## src/rtl/charger_pkg.sv

```systemverilog
// Shared types and helpers for the charger session timers.
package charger_pkg;

    localparam int unsigned CNT_W_DEF   = 14;
    localparam int unsigned MAXTIME_DEF = 10000;

    typedef enum logic [1:0] {
        ST_IDLE  = 2'd0,
        ST_RUN   = 2'd1,
        ST_PAUSE = 2'd2
    } timer_state_e;

    // Adds two counts with one guard bit and clamps the result to ceil.
    function automatic logic [31:0] sat_add(input logic [31:0] a,
                                            input logic [31:0] b,
                                            input logic [31:0] ceil);
        logic [32:0] s;
        s = {1'b0, a} + {1'b0, b};
        return (s > {1'b0, ceil}) ? ceil : s[31:0];
    endfunction

endpackage

```

## src/rtl/charge_timer_ch.sv

```systemverilog
// One socket's session timer: IDLE/RUN/PAUSE FSM with a saturating countdown.
module charge_timer_ch
    import charger_pkg::*;
#(
    parameter int unsigned CNT_W   = CNT_W_DEF,
    parameter int unsigned MAXTIME = MAXTIME_DEF
) (
    input  logic             clk,
    input  logic             reset,
    input  logic             tick,
    input  logic             do_start,
    input  logic             do_add,
    input  logic             do_pause,
    input  logic             do_resume,
    input  logic             do_cancel,
    input  logic [CNT_W-1:0] load_val,
    output logic             busy,
    output logic             paused,
    output logic             done_pulse,
    output logic [CNT_W-1:0] remaining
);

    localparam logic [CNT_W-1:0] MAX_C = CNT_W'(MAXTIME);
    localparam logic [CNT_W-1:0] ONE_C = CNT_W'(1);

    timer_state_e     state;
    logic [CNT_W-1:0] topped_c;
    logic [CNT_W-1:0] clipped_c;

    always_comb begin
        topped_c  = CNT_W'(sat_add(32'(remaining), 32'(load_val), 32'(MAXTIME)));
        clipped_c = (load_val > MAX_C) ? MAX_C : load_val;
    end

    always_ff @(posedge clk or posedge reset) begin
        if (reset) begin
            state      <= ST_IDLE;
            remaining  <= '0;
            busy       <= 1'b0;
            paused     <= 1'b0;
            done_pulse <= 1'b0;
        end else begin
            done_pulse <= 1'b0;
            unique case (state)
                ST_IDLE: begin
                    if (do_start && load_val != '0) begin
                        state     <= ST_RUN;
                        remaining <= clipped_c;
                        busy      <= 1'b1;
                    end
                end
                ST_RUN: begin
                    if (do_cancel) begin
                        state     <= ST_IDLE;
                        remaining <= '0;
                        busy      <= 1'b0;
                    end else if (do_add) begin
                        // A top-up landing on the expiring tick keeps the session alive.
                        if (tick && topped_c == ONE_C) begin
                            state      <= ST_IDLE;
                            remaining  <= '0;
                            busy       <= 1'b0;
                            done_pulse <= 1'b1;
                        end else if (tick) begin
                            remaining <= topped_c - ONE_C;
                        end else begin
                            remaining <= topped_c;
                        end
                    end else if (do_pause) begin
                        state  <= ST_PAUSE;
                        paused <= 1'b1;
                    end else if (tick) begin
                        if (remaining == ONE_C) begin
                            state      <= ST_IDLE;
                            busy       <= 1'b0;
                            done_pulse <= 1'b1;
                        end
                        remaining <= remaining - ONE_C;
                    end
                end
                ST_PAUSE: begin
                    if (do_cancel) begin
                        state     <= ST_IDLE;
                        remaining <= '0;
                        busy      <= 1'b0;
                        paused    <= 1'b0;
                    end else if (do_add) begin
                        remaining <= topped_c;
                    end else if (do_resume) begin
                        state  <= ST_RUN;
                        paused <= 1'b0;
                    end
                end
                default: begin
                    state     <= ST_IDLE;
                    remaining <= '0;
                    busy      <= 1'b0;
                    paused    <= 1'b0;
                end
            endcase
        end
    end

endmodule

```

## src/rtl/charge_timer_mc.sv

```systemverilog
// Multi-socket charge timer: decodes commands to one channel and flattens per-channel status.
module charge_timer_mc
    import charger_pkg::*;
#(
    parameter int unsigned CHANNELS = 4,
    parameter int unsigned CNT_W    = CNT_W_DEF,
    parameter int unsigned MAXTIME  = MAXTIME_DEF,
    localparam int unsigned CH_W    = (CHANNELS > 1) ? $clog2(CHANNELS) : 1
) (
    input  logic                      clk,
    input  logic                      reset,
    input  logic                      tick,
    input  logic [CH_W-1:0]           ch_sel,
    input  logic                      cmd_start,
    input  logic                      cmd_add,
    input  logic                      cmd_pause,
    input  logic                      cmd_resume,
    input  logic                      cmd_cancel,
    input  logic [CNT_W-1:0]          load_val,
    output logic [CHANNELS-1:0]       busy,
    output logic [CHANNELS-1:0]       paused,
    output logic [CHANNELS-1:0]       done_pulse,
    output logic [CHANNELS*CNT_W-1:0] remaining
);

    logic ch_valid_c;
    logic start_c, add_c, pause_c, resume_c, cancel_c;

    // Only the highest-priority strobe is forwarded: cancel > start > add > pause > resume.
    always_comb begin
        ch_valid_c = 32'(ch_sel) < CHANNELS;
        cancel_c   = ch_valid_c && cmd_cancel;
        start_c    = ch_valid_c && !cmd_cancel && cmd_start;
        add_c      = ch_valid_c && !cmd_cancel && !cmd_start && cmd_add;
        pause_c    = ch_valid_c && !cmd_cancel && !cmd_start && !cmd_add && cmd_pause;
        resume_c   = ch_valid_c && !cmd_cancel && !cmd_start && !cmd_add && !cmd_pause
                     && cmd_resume;
    end

    for (genvar i = 0; i < CHANNELS; i++) begin : g_ch
        logic hit_c;
        assign hit_c = (ch_sel == CH_W'(i));

        charge_timer_ch #(
            .CNT_W   (CNT_W),
            .MAXTIME (MAXTIME)
        ) u_ch (
            .clk        (clk),
            .reset      (reset),
            .tick       (tick),
            .do_start   (hit_c && start_c),
            .do_add     (hit_c && add_c),
            .do_pause   (hit_c && pause_c),
            .do_resume  (hit_c && resume_c),
            .do_cancel  (hit_c && cancel_c),
            .load_val   (load_val),
            .busy       (busy[i]),
            .paused     (paused[i]),
            .done_pulse (done_pulse[i]),
            .remaining  (remaining[i*CNT_W +: CNT_W])
        );
    end

endmodule

```

## config.mk

```make
export PLATFORM = sky130hd
export DESIGN_NAME = charge_timer_mc
export DESIGN_NICKNAME = d
export VERILOG_FILES = /design/src/rtl/charger_pkg.sv /design/src/rtl/charge_timer_ch.sv /design/src/rtl/charge_timer_mc.sv
export SDC_FILE = /design/constraint.sdc
export NUM_CORES = 1
export LEC_CHECK = 0
export BUFFER_PORTS_ARGS = -buffer_cell sky130_fd_sc_hd__buf_2
export CAP_MARGIN = 20
export CORE_UTILIZATION = 40
export DETAILED_ROUTE_END_ITERATION = 16
export GPL_TIMING_DRIVEN = 0
export HOLD_SLACK_MARGIN = 0.03
export PLACE_DENSITY = 0.67
export SETUP_SLACK_MARGIN = 0.3
export SYNTH_ARGS = -nofsm -noshare
export SYNTH_HDL_FRONTEND = slang
export SYNTH_SLANG_ARGS = --single-unit
export TNS_END_PERCENT = 1
```

## constraint.sdc

```tcl
create_clock -name clk -period 11.8 [get_ports clk]
set_input_delay 0.59 -clock clk [delete_from_list [all_inputs] [get_ports clk]]
set_output_delay 0.59 -clock clk [all_outputs]
set_load 0.05 [all_outputs]
```

# Word level (Yosys, flattened, before mapping)
# Index checks and enable logic that the tools add are counted.
dict set report word_totals {
  register_bits 76
  inputBits 24
  out_inout_bits 68
  wordCells 358
}
dict set report op_classes {
  addsub 12
  order_cmp 5
  eq_ne 75
  muxes 181
  n_bitwise 4
  n_reduce_logical 61
}
# op n
set ops {}
lappend ops {{two-way mux 14 bit} 41}
lappend ops {{case mux 14 bit (3 select lines)} 4}
lappend ops {{equality test 14 x 1 -> 1 bit, second input constant} 8}
lappend ops {{subtractor 14 x 1 -> 14 bit, second input constant} 8}
lappend ops {{two-way mux 1 bit} 84}
lappend ops {{two-way mux 2 bit} 40}
lappend ops {{AND reduction 6 bit} 12}
lappend ops {{adder 14 x 14 -> 15 bit} 4}
lappend ops {{> comparator 15 x 14 -> 1 bit, second input constant} 4}
lappend ops {{logical AND 1 bit} 35}
lappend ops {{!= test 2 x 1 -> 1 bit, second input constant} 12}
lappend ops {{!= test 3 x 1 -> 1 bit, second input constant} 8}
lappend ops {{case mux 1 bit (3 select lines)} 8}
lappend ops {{case mux 2 bit (3 select lines)} 4}
lappend ops {{!= test 5 x 1 -> 1 bit, second input constant} 4}
lappend ops {{!= test 5 x 2 -> 1 bit, second input constant} 4}
lappend ops {{!= test 2 bit, second input constant} 8}
lappend ops {{!= test 4 x 1 -> 1 bit, second input constant} 4}
lappend ops {{!= test 4 x 2 -> 1 bit, second input constant} 4}
lappend ops {{!= test 4 x 3 -> 1 bit, second input constant} 4}
lappend ops {{!= test 4 bit, second input constant} 4}
lappend ops {{AND reduction 4 bit} 4}
lappend ops {{> comparator 14 bit, second input constant} 1}
lappend ops {{nonzero test 14 bit} 1}
lappend ops {{other kinds (6)} 28}

# Longest topological paths before layout
# Gate-level depths: netlist of run 1.
dict set report depth {
  word_depth 10
  ltp_mapped 21
}

# By module
# A second synthesis of run 1 with hierarchy kept.
dict set report unflattened {
  hier_cells 1549
  hier_area_um2 11596.1
}
# mod instances cells_each area_each_um2
set by_module_without_submodules {}
lappend by_module_without_submodules {{charge_timer_ch (g_ch[1].u_ch ...)} 2 383 2891.5}
lappend by_module_without_submodules {{charge_timer_ch (g_ch[0].u_ch)} 1 406 3012.9}
lappend by_module_without_submodules {{charge_timer_ch (g_ch[3].u_ch)} 1 348 2641.3}
lappend by_module_without_submodules {charge_timer_mc 1 29 158.9}

# Worst setup path before layout of run 1
# OpenSTA, ideal clock, no wires.
dict set report synth_timing {
  path_type {register -> register}
  from {register g_ch[3].u_ch.remaining[0]}
  to {register g_ch[3].u_ch.busy}
  setup_ns 0.125
  arrival_ns 4.924
  required_time_ns 11.675
  path_slack_ns 6.751
  path_stages_with_launch 21
  period_less_slack_ns 5.049
  path_cell_list {dfrtp_1 ha_1 fa_1 a211oi_1 o21ba_2 a21o_1 xnor2_1 nand4_1 o211ai_1 nand2_1 clkbuf_1 nand2_1 ha_1 nand2_1 a2111o_1 a21oi_1 nand4_1 o21ai_2 inv_2 nor4_1 mux2_2}
}
dict set report synth_via {
  elab_chain_len 7
}
# element line_no
set synth_lines {}
lappend synth_lines {{start, declared} charge_timer_ch.sv:20} ;# output logic [CNT_W-1:0] remaining
lappend synth_lines {{start signal, assigned} charge_timer_ch.sv:48} ;# remaining <= clipped_c;
lappend synth_lines {{start signal, assigned} charge_timer_ch.sv:65} ;# remaining <= topped_c - ONE_C;
lappend synth_lines {{start signal, assigned} charge_timer_ch.sv:67} ;# remaining <= topped_c;
lappend synth_lines {{adder 14 x 14 -> 15 bit} charger_pkg.sv:18} ;# s = {1'b0, a} + {1'b0, b};
lappend synth_lines {{> comparator 15 x 14 -> 1 bit} charger_pkg.sv:19} ;# return (s > {1'b0, ceil}) ? ceil : s[31:0];
lappend synth_lines {{two-way mux 14 bit} charger_pkg.sv:19}
lappend synth_lines {{equality test 14 x 1 -> 1 bit} charge_timer_ch.sv:59} ;# if (tick && topped_c == ONE_C) begin
lappend synth_lines {{logical AND 1 bit} charge_timer_ch.sv:59}
lappend synth_lines {{!= test 4 bit (no line)} -}
lappend synth_lines {{AND reduction 6 bit (no line) *} -}
lappend synth_lines {{end signal, assigned} charge_timer_ch.sv:56} ;# busy <= 1'b0;
lappend synth_lines {{end signal, assigned} charge_timer_ch.sv:62} ;# busy <= 1'b0;
lappend synth_lines {{end signal, assigned} charge_timer_ch.sv:75} ;# busy <= 1'b0;
lappend synth_lines {{end, declared} charge_timer_ch.sv:17} ;# output logic busy,
# Mark *: on every way between the ends. The rest lies on a longest branch, timed or not.
# A chain may end at the register's enable or synchronous reset.

# Final worst setup path of run 1
# Ends and elaborated chain as after synthesis.

==> results.md, run 1 <==
| Group | Item | Value |
|---|---|---|
| status | Status | finished, final reports clean |
| pwr | Clk network pwr share | 0.085 |
| timing | Transition time at the pin with the least slew margin | 951.0 ps |
| synthesis | Leading cell types by count after synthesis | 150 x sky130_fd_sc_hd__nand2_1, 137 x sky130_fd_sc_hd__nor2_1, 134 x sky130_fd_sc_hd__a21oi_1, 82 x sky130_fd_sc_hd__o21ai_0, 76 x sky130_fd_sc_hd__dfrtp_1 |
| setup path | Required time reported for the critical path endpoint | 12040 ps |
| placement | Number of placed cells counting well taps | 1966 |
| placement | Count of buffers inserted at the top-level ports | 91 |
| setup path | Critical path class | reg -> reg |
| synthesis | Fraction of synthesized cell area taken by the top area cell type | 0.1715 |
| pwr | Total power consumption of the routed design | 3.848 mW |
| clock tree | Hold-fix buffer count after cts | 0 |
| synthesis | Synth area leader | sky130_fd_sc_hd__dfrtp_1 |
| clock tree | Clock Pin Slew Worst Setup and Hold Paths | 60 ps |
| timing | Achievable frequency | 159.7 MHz |
| setup path | Endpoint kind of the worst setup timing path | flip-flop |
| floorplan | Core area | 0.02710 sq mm |
| cells and area | Multi-input gate area | 0.008687 sq mm |
| synthesis | Most used flip-flop cell after synthesis | sky130_fd_sc_hd__dfrtp_1 |
| setup path | Timing startpoint of the critical path | g_ch[3].u_ch.remaining[0]$_DFFE_PP0P_ |
| pwr | Leakage component of the power | 5.068 nW |
| global route | Wire length of the first global-routing pass | 63870 um |
| synthesis | Count of cell types in the netlist | 107 |
| timing | Worst rel slew slack | 0.3611 |
| cells and area | Count of fill cells added during filler insertion | 2778 |
| setup path | Type of element launching the critical path | flip-flop |
| synthesis | Cells after Synth | 1501 |
| cells and area | Area of all placed cells without fillers | 0.01238 sq mm |
| synthesis | Post-Synthesis Net Count | 1601 |
| clock tree | CTS HTree Levels | 3 |
| clock tree | Number of CTS-inserted buffers | 9 |
| timing | Total of endpoints with negative setup slack in the final report | 0 |
| route | Via density per instance | 6.409 |
| synthesis | Sequential fraction of the synthesis area | 0.1715 |
| pwr | Internal power component | 1.587 mW |
| synthesis | Number of flops mapped to enable cells by yosys | 0 |
| placement | Routability cong. | 0.9593 |
| clock tree | Root buffer cell | sky130_fd_sc_hd__clkbuf_16 |
| setup path | Timing endpoint of the critical path | g_ch[3].u_ch.busy$_DFFE_PP0P_ |
| route | Vias after detailed routing | 12697 |
| cells and area | Sequential cell area | 0.001902 sq mm |
| global route | Pin count of the biggest net entering global routing | 68 |
| pwr | Share of total power in combinational logic | 0.773 |
| floorplan | Total I/O pin count | 92 |
| route | DRC marker count from the first detailed-route iteration | 1729 |
| synthesis | Most frequently used cell type in the post-synthesis netlist | sky130_fd_sc_hd__nand2_1 |
| timing | Sum Neg Setup Slack | 0 ps |
| cells and area | Total number of nets in the final design | 1705 |
| synthesis | Fraction of synthesis flops using an asynchronous set or reset pin | 1.000 |
| route | Post-detailed-route wirelength per cell | 20.90 um |
| route | # DRC | 0 |
| clock tree | Post-CTS Resized | 0 |
| synthesis | Count of synthesis-stage warnings from yosys | 0 |
| pwr | Power density of the placed cells | 310.8 mW/mm^2 |
| floorplan | Total die area | 0.02839 sq mm |
| job | Max-cap viol count | 0 |
| setup path | Highest fanout seen on the critical path | 10 |
| floorplan | Overall die height | 168.5 um |
| route | Post-detailed-route count of antenna-violating nets | 0 |
| setup path | Endpoint of the worst register-to-register path | g_ch[3].u_ch.busy$_DFFE_PP0P_ |
| setup path | Standard cell with the maximum stage delay on the critical path | sky130_fd_sc_hd__dfrtp_1 |
| placement | Standard cell area after detailed placement | 0.01205 sq mm |
| route | Sum of routed wire length over all layers | 41400 um |
| cells and area | Antenna diode count | 0 |
| placement | Detailed-placement wirelength estimate | 31160 um |
| synthesis | Mean instance size in the synthesized netlist | 7.386 sq um |
| clock tree | Clock buffer depth | 2 |
| timing | Final Max Slew Viols | 0 |
| setup path | Cell breakdown of the critical path | ha_1 > fa_1 > a211oi_1 > o21ba_2 > a21o_1 > xnor2_1 > nand4_1 > o211ai_1 > nand2_1 > clkbuf_1 > nand2_1 > ha_1 > nand2_1 > a2111o_1 > a21oi_1 > nand4_1 > o21ai_2 > inv_2 > nor4_1 > mux2_2 |
| timing | Hold violation total from the final report | 0 |
| timing | Minimum period implied by the final worst setup slack | 6261 ps |
| setup path | Slowest stage delay, CP | 520 ps |
| setup path | Worst r2r src | g_ch[3].u_ch.remaining[0]$_DFFE_PP0P_ |
| worst hold path | Hold WC Path Type | in -> async |
| synthesis | Area of the mapped netlist | 0.01109 sq mm |
| pwr | Maximum vdd drop | 0.0001302 V |
| route | First-pass iteration count of the detailed router | 6 |
| cells and area | Final standard cell count with taps included and fillers excluded | 1981 |
| synthesis | Cell types occupying the most area after synthesis | sky130_fd_sc_hd__dfrtp_1 17%, sky130_fd_sc_hd__ha_1 8.1%, sky130_fd_sc_hd__a21oi_1 6.0% |
| floorplan | Starting Density | 0.4091 |
| pwr | Switching power as a share of total power | 0.5875 |
| timing | Tcrit/Tclk final | 0.5306 |
| global route | Total grt overflow | 0 |
| cells and area | Proportion of layout cells with a drive suffix above 1 | 0.1249 |
| setup path | Flop-to-flop setup slack | 5540 ps |
| clock tree | Clock Sink Count | 76 |
| cells and area | Layout area overhead | 11.67% |
| setup path | Crit path top cell by count | sky130_fd_sc_hd__nand2_1 |
| synthesis | Flops & latches, synth | 76 |
| global route | Antenna violations before repair | 1 |
| timing | Final Skew | 8.600 ps |
| global route | Number of global-route vias before repair | 11526 |
| timing | Unrepaired setup endpoints after global routing | false |
| pwr | Net switching power | 2.261 mW |
| clock tree | Worst skew pair latency | 360 ps |
| clock tree | Clock tree from TritonCTS | built |
| global route | Total global routing track utilization | 0.2862 |
| setup path | Number of cells on the worst reg-to-reg path | 20 |
| floorplan | Num rows | 60 |
| clock tree | Post-CTS Setup Bufs | 0 |
| pwr | Part of the total power dissipated in sequential elements | 0.142 |
| setup path | Arrival time at the worst endpoint | 6500 ps |
| cells and area | Fraction of the core area covered by cells at the end of the flow | 0.4568 |
| floorplan | Die extent in x | 168.5 um |
==> metal layers <==
layer | global-route usage | wire (um) | up-vias | share of wire
met5 | 0 | 17 | - | 0.00041
met4 | 0.1130 | 1476 | 2 | 0.036
met3 | 0.04466 | 3676 | 127 | 0.089
met2 | 0.4664 | 18660 | 652 | 0.45
met1 | 0.3785 | 17570 | 5996 | 0.42
li1 | - | - | 5920 | -
==> power groups by stage <==
stage / Combinational (mW) / Sequential (mW) / Clock, mW
global route: 3.23 / 0.561 / 0.336
detailed placement: 2.91 / 0.547 / 0
global placement: 2.87 / 0.545 / 0
CTS: 2.92 / 0.543 / 0.327
floorplan: 2.02 / 0.748 / 0
finish: 2.97 / 0.545 / 0.329
==> cells in the final DEF, fill, tap and decap left out, types with 14 or more instances in the layout <==
cell / instances
sky130_fd_sc_hd__nor4_1: 23
sky130_fd_sc_hd__nor2b_1: 14
sky130_fd_sc_hd__buf_2: 103
sky130_fd_sc_hd__and2_1: 15
sky130_fd_sc_hd__dfrtp_1: 76
sky130_fd_sc_hd__xnor2_1: 56
sky130_fd_sc_hd__nand2_1: 150
sky130_fd_sc_hd__a21oi_1: 134
sky130_fd_sc_hd__o21ai_0: 82
sky130_fd_sc_hd__ha_1: 72
sky130_fd_sc_hd__nor2_1: 137
sky130_fd_sc_hd__nand3_1: 50
sky130_fd_sc_hd__or2_2: 14
sky130_fd_sc_hd__a31oi_1: 21
sky130_fd_sc_hd__nor3_1: 61
sky130_fd_sc_hd__a21o_1: 32
sky130_fd_sc_hd__clkbuf_1: 51
sky130_fd_sc_hd__nand2b_1: 29
sky130_fd_sc_hd__inv_1: 33
sky130_fd_sc_hd__xor2_1: 29
sky130_fd_sc_hd__nand4_1: 22
sky130_fd_sc_hd__o21ai_1: 20
sky130_fd_sc_hd__o21a_1: 15
sky130_fd_sc_hd__o21bai_1: 14
sky130_fd_sc_hd__a211oi_1: 25
sky130_fd_sc_hd__o22ai_1: 22
==> area by class of cell <==
type,instances,area share
Inverter,37,0.01142
Timing Repair Buffer,93,0.03992
Buffer,77,0.02900
Clock inverter,4,0.007984
Sequential cell,76,0.1536
Tap cell,372,0.03759
Multi-Input combinational cell,1311,0.7017
Clock buffer,11,0.01880
==> kinds of logic (layout without fill, tap and decap cells) <==
group | after synthesis | in the layout | share of synthesized area
xor gates and xnor gates | 86 | 86 | 0.06862
and+or+nand+nor | 603 | 603 | 0.2763
buffers and inverters | 114 | 222 | 0.04492
muxes | 7 | 7 | 0.006771
DFF | 76 | 76 | 0.1715
AOI/OAI and AO/OA | 539 | 539 | 0.3434
adders and majority gates | 76 | 76 | 0.08848
==> state kept, by name, summed over array words and instances, names as in the netlist <==
name                  cells
g_ch.u_ch.paused          4
g_ch.u_ch.busy            4
g_ch.u_ch.state           8
g_ch.u_ch.remaining      56
g_ch.u_ch.done_pulse      4
==> through the flow <==
step                      setup WS, ps  hold WS (ps)
final                             5539         131.3
after global routing              5210         152.5
after CTS                         5685         137.7
after detailed placement          5417         502.5
after global placement            5380         500.9
after floorplan                   6751         457.4
==> worst min-delay path by stage <==
stage | start | to | depth (start not counted)
2_1_floorplan | g_ch[0].u_ch.busy$_DFFE_PP0P_ | g_ch[0].u_ch.busy$_DFFE_PP0P_ | 2
3_3_place_gp | g_ch[3].u_ch.busy$_DFFE_PP0P_ | g_ch[3].u_ch.busy$_DFFE_PP0P_ | 1
3_5_place_dp | g_ch[1].u_ch.busy$_DFFE_PP0P_ | g_ch[1].u_ch.busy$_DFFE_PP0P_ | 1
4_1_cts | reset | g_ch[3].u_ch.state[1]$_DFFE_PP0P_ | 2
5_1_grt | reset | g_ch[3].u_ch.state[1]$_DFFE_PP0P_ | 2
6_report | reset | g_ch[3].u_ch.state[1]$_DFFE_PP0P_ | 2
==> critical path: cells and delay by family, from the launching register on <==
kind	cells	cell delay, ps
xor+xnor	1	250
simple gates	6	1330
compound gates	7	2220
fa+ha+maj	3	980
buf+inv	2	450
mux	1	380
flops	1	520
Power figures use the tool's default switching activity.
==> inputs of run 2 (changes only) <==
--- a/config.mk
+++ b/config.mk
@@ -11,7 +11,7 @@
 export DETAILED_ROUTE_END_ITERATION = 16
 export GPL_TIMING_DRIVEN = 0
 export HOLD_SLACK_MARGIN = 0.03
-export PLACE_DENSITY = 0.67
+export PLACE_DENSITY = 0.69
 export SETUP_SLACK_MARGIN = 0.3
 export SYNTH_ARGS = -nofsm -noshare
 export SYNTH_HDL_FRONTEND = slang
==> constraint.sdc (replaced) <==
create_clock -name clk -period 5.3 [get_ports clk]
set_input_delay 0.265 -clock clk [delete_from_list [all_inputs] [get_ports clk]]
set_output_delay 0.265 -clock clk [all_outputs]
set_load 0.05 [all_outputs]
==> results.md, run 2 (same netlist as run 1, synthesis figures left out) <==
| Group | Item | Value |
|---|---|---|
| status | Status | finished, final reports clean |
| route | # DRC | 0 |
| timing | Worst rel slew slack | 0.3491 |
| setup path | Slowest stage delay, CP | 470 ps |
| clock tree | Clock Sink Count | 76 |
| global route | Antenna violations before repair | 0 |
| clock tree | Clock buffer depth | 2 |
| route | DRC marker count from the first detailed-route iteration | 1228 |
| placement | Detailed-placement wirelength estimate | 31090 um |
| cells and area | Number of flip-flops under the largest register name | 56 |
| timing | Final Max Slew Viols | 0 |
| pwr | Maximum vdd drop | 0.0002940 V |
| floorplan | Total I/O pin count | 92 |
| route | Sum of routed wire length over all layers | 42390 um |
| route | Post-detailed-route count of antenna-violating nets | 0 |
| setup path | Highest fanout seen on the critical path | 10 |
| timing | Total of endpoints with negative setup slack in the final report | 0 |
| setup path | Endpoint kind of the worst setup timing path | flip-flop |
| setup path | Standard cell with the maximum stage delay on the critical path | sky130_fd_sc_hd__dfrtp_2 |
| global route | Pin count of the biggest net entering global routing | 67 |
| floorplan | Die extent in x | 168.5 um |
| setup path | Type of element launching the critical path | flip-flop |
| cells and area | Total number of nets in the final design | 1728 |
| cells and area | Leading cell types in the layout, fill and taps excluded | 147 x sky130_fd_sc_hd__nand2_1, 135 x sky130_fd_sc_hd__nor2_1, 131 x sky130_fd_sc_hd__a21oi_1, 101 x sky130_fd_sc_hd__buf_2, 81 x sky130_fd_sc_hd__o21ai_0 |
| route | First-pass iteration count of the detailed router | 9 |
| cells and area | Fraction of the core area covered by cells at the end of the flow | 0.4727 |
| setup path | Buffering stage count on the worst path with inverters included | 1 |
| timing | Achievable frequency | 201.0 MHz |
| pwr | Leakage component of the power | 5.242 nW |
| cells and area | Largest reg by FF count | g_ch.u_ch.remaining |
| global route | Number of global-route vias before repair | 11565 |
| timing | Tcrit/Tclk final | 0.9385 |
| clock tree | Clock tree from TritonCTS | built |
| floorplan | Core area | 0.02710 sq mm |
| cells and area | Area of all placed cells without fillers | 0.01281 sq mm |
| clock tree | Clock Pin Slew Worst Setup and Hold Paths | 70 ps |
| timing | Unrepaired setup endpoints after global routing | true |
| setup path | Cell family contributing the most delay on the critical path | compound AO/OA/AOI/OAI gates |
| cells and area | Layout area overhead | 15.54% |
| route | Post-detailed-route wirelength per cell | 21.15 um |
| global route | Total grt overflow | 0 |
| global route | Wire length of the first global-routing pass | 64440 um |
| setup path | Arrival time at the worst endpoint | 5220 ps |
| floorplan | Num rows | 60 |
| timing | Final Skew | 9.808 ps |
| setup path | Critical path class | reg -> reg |
| route | Via density per instance | 6.457 |
| clock tree | Number of CTS-inserted buffers | 9 |
| setup path | Required time reported for the critical path endpoint | 5540 ps |
| timing | Transition time at the pin with the least slew margin | 968.9 ps |
| cells and area | Proportion of layout cells with a drive suffix above 1 | 0.1654 |
| clock tree | CTS HTree Levels | 3 |
| global route | Total global routing track utilization | 0.2873 |
| clock tree | Root buffer cell | sky130_fd_sc_hd__clkbuf_16 |
| floorplan | Overall die height | 168.5 um |
| timing | Hold violation total from the final report | 0 |
| clock tree | Worst skew pair latency | 350 ps |
| placement | Count of buffers inserted at the top-level ports | 91 |
| cells and area | Antenna diode count | 0 |
| placement | Standard cell area after detailed placement | 0.01204 sq mm |
| route | Vias after detailed routing | 12940 |
| floorplan | Starting Density | 0.4091 |
| floorplan | Total die area | 0.02839 sq mm |
| placement | Routability cong. | 0.9439 |
| setup path | Cell breakdown of the critical path | ha_1 > fa_2 > a211oi_4 > o21ba_2 > a21o_1 > xnor2_2 > nand4_1 > o211ai_1 > nand2_2 > buf_4 > nand2_1 > ha_1 > nand2_1 > a2111o_1 > a21oi_2 > nand4_1 > or3_4 > nand3_2 > a211oi_1 > a311o_1 |
| worst hold path | Hold WC Path Type | in -> async |
| job | Max-cap viol count | 0 |
| pwr | Power density of the placed cells | 698.0 mW/mm^2 |
| cells and area | Regs by FF count | g_ch.u_ch.remaining (56), g_ch.u_ch.state (8) |
| timing | Minimum period implied by the final worst setup slack | 4974 ps |
| cells and area | Most common cell after layout, fill and taps aside | sky130_fd_sc_hd__nand2_1 |
[run 2: report_power, final]
part	switching [mW]	internal, mW	total [mW]	leakage [nW]
clock	0.280	0.375	0.655	0.138
combinational	4.55	2.51	7.07	4.13
sequential	0.416	0.804	1.22	0.973
total	5.25	3.69	8.94	5.24
[run 2: final cells by class]
class / count / area, sq um
Fill cell: 2697 / 14290
Timing Repair Buffer: 116 / 663.1
Multi-Input combinational cell: 1311 / 8972
Inverter: 37 / 141.4
Tap cell: 372 / 465.4
Clock buffer: 11 / 242.7
Buffer: 77 / 369.1
Clock inverter: 4 / 50.05
Sequential cell: 76 / 1906
[run 2: final timing paths]
kind                                                  startpoint                               endpoint  slack [ps]  depth (start not counted)
max in group asynchronous                                  reset  g_ch[0].u_ch.remaining[0]$_DFFE_PP0P_        4320                          4
hold reg to reg                    g_ch[0].u_ch.busy$_DFFE_PP0P_          g_ch[0].u_ch.busy$_DFFE_PP0P_         500                          2
hold / removal                                             reset          g_ch[3].u_ch.busy$_DFFE_PP0P_         370                          3
setup reg to reg           g_ch[3].u_ch.remaining[0]$_DFFE_PP0P_  g_ch[3].u_ch.remaining[1]$_DFFE_PP0P_         330                         20
min in group clk                                         cmd_add      g_ch[1].u_ch.state[1]$_DFFE_PP0P_         400                          4
setup / recovery           g_ch[3].u_ch.remaining[0]$_DFFE_PP0P_  g_ch[3].u_ch.remaining[1]$_DFFE_PP0P_         330                         20
[run 2: metrics by stage]
stage | instances | total power, mW | hold slack [ps] | setup TNS, ps | setup WS (ps)
finish | 2004 | 8.941 | 366.7 | 0 | 326.0
global route | 2004 | 9.559 | 409.3 | 0 | 120.5
CTS | 1989 | 8.468 | 363.1 | 0 | 201.3
detailed placement | 1965 | 7.686 | 191.6 | -6244 | -707.7
global placement | 1964 | 7.577 | 483.3 | -4520 | -657.6
floorplan | 1501 | 6.174 | 457.4 | 0 | 383.3
[run 2: worst register-to-register path, cell delays in order (launching register included)]
cell,delay (ps)
sky130_fd_sc_hd__dfrtp_2,470
sky130_fd_sc_hd__ha_1,240
sky130_fd_sc_hd__fa_2,430
sky130_fd_sc_hd__a211oi_4,260
sky130_fd_sc_hd__o21ba_2,230
sky130_fd_sc_hd__a21o_1,180
sky130_fd_sc_hd__xnor2_2,170
sky130_fd_sc_hd__nand4_1,170
sky130_fd_sc_hd__o211ai_1,300
sky130_fd_sc_hd__nand2_2,180
sky130_fd_sc_hd__buf_4,230
sky130_fd_sc_hd__nand2_1,110
sky130_fd_sc_hd__ha_1,150
sky130_fd_sc_hd__nand2_1,60
sky130_fd_sc_hd__a2111o_1,300
sky130_fd_sc_hd__a21oi_2,160
sky130_fd_sc_hd__nand4_1,250
sky130_fd_sc_hd__or3_4,440
sky130_fd_sc_hd__nand3_2,170
sky130_fd_sc_hd__a211oi_1,70
sky130_fd_sc_hd__a311o_1,280
[run 2: layer usage]
| metal | GRT usage | vias to the layer above | routed length (um) |
|---|---|---|---|
| met5 | 0 | - | 0 |
| met4 | 0.1324 | 0 | 1871 |
| met3 | 0.03905 | 129 | 3738 |
| met2 | 0.4523 | 720 | 18930 |
| met1 | 0.3896 | 6140 | 17860 |
| li1 | - | 5951 | - |
[run 2: timing repair]
| action | CTS | global route |
|---|---|---|
| cloned | 0 | 0 |
| endpoints found under the setup margin | 49 | 62 |
| hold endpoints to repair | 10 | 0 |
| pin swaps | 9 | 14 |
| setup buffers | 8 | 14 |
| gates resized for setup | 18 | 44 |
| hold buffers | 1 | 0 |
==> inputs of run 3 (changes only) <==
--- a/config.mk
+++ b/config.mk
@@ -6,12 +6,12 @@
 export NUM_CORES = 1
 export LEC_CHECK = 0
 export BUFFER_PORTS_ARGS = -buffer_cell sky130_fd_sc_hd__buf_2
-export CAP_MARGIN = 20
 export CORE_UTILIZATION = 40
 export DETAILED_ROUTE_END_ITERATION = 16
 export GPL_TIMING_DRIVEN = 0
 export HOLD_SLACK_MARGIN = 0.03
 export PLACE_DENSITY = 0.69
+export REMOVE_ABC_BUFFERS = 1
 export SETUP_SLACK_MARGIN = 0.3
 export SYNTH_ARGS = -nofsm -noshare
 export SYNTH_HDL_FRONTEND = slang
==> results.md, run 3 (same netlist as run 1, synthesis figures left out) <==
| Group | Item | Value |
|---|---|---|
| timing | Sum Neg Setup Slack | 0 ps |
| route | DRC marker count from the first detailed-route iteration | 1694 |
| setup path | Flop-to-flop setup slack | 370 ps |
| global route | Wire length of the first global-routing pass | 64140 um |
| route | Vias after detailed routing | 12709 |
| setup path | Critical path class | reg -> reg |
| setup path | Cell breakdown of the critical path | ha_1 > fa_2 > a211oi_4 > o21bai_1 > a211oi_2 > o22ai_2 > a221oi_2 > o211ai_1 > nand2_4 > nand2_1 > inv_1 > ha_1 > nand2_1 > a2111o_1 > a21oi_2 > nand4_1 > o21ai_4 > inv_2 > nor4_1 > mux2_2 |
| timing | Transition time at the pin with the least slew margin | 1219 ps |
| timing | Unrepaired setup endpoints after global routing | true |
| pwr | Maximum vdd drop | 0.0002688 V |
| cells and area | Antenna diode count | 0 |
| setup path | Standard cell with the maximum stage delay on the critical path | sky130_fd_sc_hd__dfrtp_2 |
| route | Post-detailed-route count of antenna-violating nets | 0 |
| cells and area | Final standard cell count with taps included and fillers excluded | 1923 |
| cells and area | Count of fill cells added during filler insertion | 2719 |
| cells and area | Leading cell types in the layout, fill and taps excluded | 146 x sky130_fd_sc_hd__nand2_1, 135 x sky130_fd_sc_hd__nor2_1, 132 x sky130_fd_sc_hd__a21oi_1, 91 x sky130_fd_sc_hd__buf_2, 82 x sky130_fd_sc_hd__o21ai_0 |
| floorplan | Total die area | 0.02839 sq mm |
| cells and area | Total number of nets in the final design | 1646 |
| cells and area | Regs by FF count | g_ch.u_ch.remaining (56), g_ch.u_ch.state (8) |
| clock tree | Clock Pin Slew Worst Setup and Hold Paths | 70 ps |
| clock tree | Worst skew pair latency | 360 ps |
| floorplan | Starting Density | 0.4091 |
| timing | Total of endpoints with negative setup slack in the final report | 0 |
| floorplan | Overall die height | 168.5 um |
| global route | Total grt overflow | 0 |
| global route | Number of global-route vias before repair | 11546 |
| setup path | Type of element launching the critical path | flip-flop |
| placement | Count of buffers inserted at the top-level ports | 91 |
| placement | Detailed-placement wirelength estimate | 29960 um |
| timing | Tcrit/Tclk final | 0.9296 |
| placement | Post-Place Worst Slack | -651.8 ps |
| clock tree | Root buffer cell | sky130_fd_sc_hd__clkbuf_16 |
| floorplan | Total I/O pin count | 92 |
| timing | Final Max Slew Viols | 0 |
| setup path | Highest fanout seen on the critical path | 8 |
| floorplan | Num rows | 60 |
| clock tree | Clock Sink Count | 76 |
| timing | Final Worst Setup Slack | 372.9 ps |
| timing | Minimum period implied by the final worst setup slack | 4927 ps |
| placement | Routability cong. | 0.9350 |
| route | First-pass iteration count of the detailed router | 6 |
| pwr | Total power consumption of the routed design | 8.849 mW |
| setup path | Timing endpoint of the critical path | g_ch[3].u_ch.busy$_DFFE_PP0P_ |
| global route | Antenna violations before repair | 0 |
| cells and area | Largest reg by FF count | g_ch.u_ch.remaining |
| setup path | Slowest stage delay, CP | 490 ps |
| status | Status | finished, final reports clean |
| job | Max-cap viol count | 0 |
| setup path | Endpoint kind of the worst setup timing path | flip-flop |
| global route | Total global routing track utilization | 0.2861 |
| route | Sum of routed wire length over all layers | 41750 um |
| timing | Worst rel slew slack | 0.1872 |
| floorplan | Core area | 0.02710 sq mm |
| clock tree | Clock buffer depth | 2 |
| clock tree | Clock tree from TritonCTS | built |
| clock tree | CTS HTree Levels | 3 |
| cells and area | Fraction of the core area covered by cells at the end of the flow | 0.4582 |
| setup path | Required time reported for the critical path endpoint | 5550 ps |
| timing | Hold violation total from the final report | 0 |
| placement | Number of placed cells counting well taps | 1888 |
| clock tree | Number of CTS-inserted buffers | 9 |
| route | Post-detailed-route wirelength per cell | 21.71 um |
| worst hold path | Hold WC Path Type | in -> reg |
| setup path | Arrival time at the worst endpoint | 5180 ps |
| route | Via density per instance | 6.609 |
| pwr | Power density of the placed cells | 712.6 mW/mm^2 |
| cells and area | Layout area overhead | 12.01% |
| setup path | Timing startpoint of the critical path | g_ch[3].u_ch.remaining[0]$_DFFE_PP0P_ |
| timing | Final Skew | 6.166 ps |
| setup path | Buffering stage count on the worst path with inverters included | 2 |
| cells and area | Number of flip-flops under the largest register name | 56 |
| setup path | Endpoint of the worst register-to-register path | g_ch[3].u_ch.busy$_DFFE_PP0P_ |
| cells and area | Proportion of layout cells with a drive suffix above 1 | 0.1554 |
| floorplan | Die extent in x | 168.5 um |
| setup path | Cell family contributing the most delay on the critical path | compound AO/OA/AOI/OAI gates |
| setup path | Worst r2r src | g_ch[3].u_ch.remaining[0]$_DFFE_PP0P_ |
| setup path | Critical path depth in cells | 20 |
| setup path | Number of cells on the worst reg-to-reg path | 20 |
| pwr | Leakage component of the power | 5.024 nW |
| cells and area | Most common cell after layout, fill and taps aside | sky130_fd_sc_hd__nand2_1 |
| global route | Pin count of the biggest net entering global routing | 54 |
| route | # DRC | 0 |
| timing | Achievable frequency | 203.0 MHz |
[run 3: changes by cell type in the layout (fill, tap and decap cells not counted), moves of 3 or more]
cell,before,now
sky130_fd_sc_hd__clkbuf_1,48,0
sky130_fd_sc_hd__buf_4,36,17
sky130_fd_sc_hd__buf_2,101,91
sky130_fd_sc_hd__clkbuf_2,4,0
sky130_fd_sc_hd__nand2_4,0,3
[run 3: worst min path at each step]
stage,endpoint,slack [ps],from,cells after the start
after floorplan,g_ch[0].u_ch.remaining[3]$_DFFE_PP0P_,430,tick,2
after global placement,g_ch[0].u_ch.busy$_DFFE_PP0P_,480,g_ch[0].u_ch.busy$_DFFE_PP0P_,2
after detailed placement,g_ch[0].u_ch.remaining[7]$_DFFE_PP0P_,270,reset,2
after CTS,g_ch[3].u_ch.state[1]$_DFFE_PP0P_,320,ch_sel[1],3
after global routing,g_ch[3].u_ch.state[1]$_DFFE_PP0P_,380,ch_sel[1],3
final,g_ch[3].u_ch.state[1]$_DFFE_PP0P_,330,ch_sel[1],3
[run 3: routing by layer]
metal / up-vias / GRT usage / wire [um]
met4: 0 / 0.1625 / 2050
met2: 749 / 0.4360 / 18450
met1: 6027 / 0.3886 / 17510
met5: - / 0 / 0
li1: 5803 / - / -
met3: 130 / 0.03811 / 3741
[run 3: through the flow]
stage	instance area (sq um)	hold slack [ps]
after floorplan	10730	429.5
after global placement	11650	483.4
after detailed placement	11690	269.5
after CTS	12100	318.7
after global routing	12420	375.2
final	12420	333.2
[run 3: timing repair]
action                                  in CTS  in global routing
endpoints found under the setup margin      57                 57
hold endpoints to repair                    23                  0
gates cloned                                 0                  1
setup buffers                                4                 13
hold buffers                                 1                  0
resized for setup                           14                 44
pin swaps                                    3                 14
[run 3: area by class of cell]
cell class                 instances  area (sq um)  area share
clock buffer                      11         252.7     0.02035
multi-input combinational       1312          8974      0.7226
timing repair buffer             110         620.6     0.04997
inverter                          37         141.4     0.01139
sequential                        76          1906      0.1535
tap                              372         465.4     0.03748
clock inverter                     5         58.81    0.004736
[run 3: worst reg2reg max path, delay by kind of cell, from the launching register on]
family	cells	cell delay [ps]
flip-flops	1	490
adder cells (fa/ha/maj)	3	840
multiplexers	1	380
AND/OR/NAND/NOR	5	850
AO/OA/AOI/OAI	9	2080
buffers and inverters	2	170
[run 3: where the power goes]
group / switching [mW] / total (mW) / internal (mW) / leakage (nW)
clock: 0.296 / 0.688 / 0.392 / 0.148
combinational: 4.49 / 6.89 / 2.40 / 3.90
sequential: 0.470 / 1.27 / 0.803 / 0.973
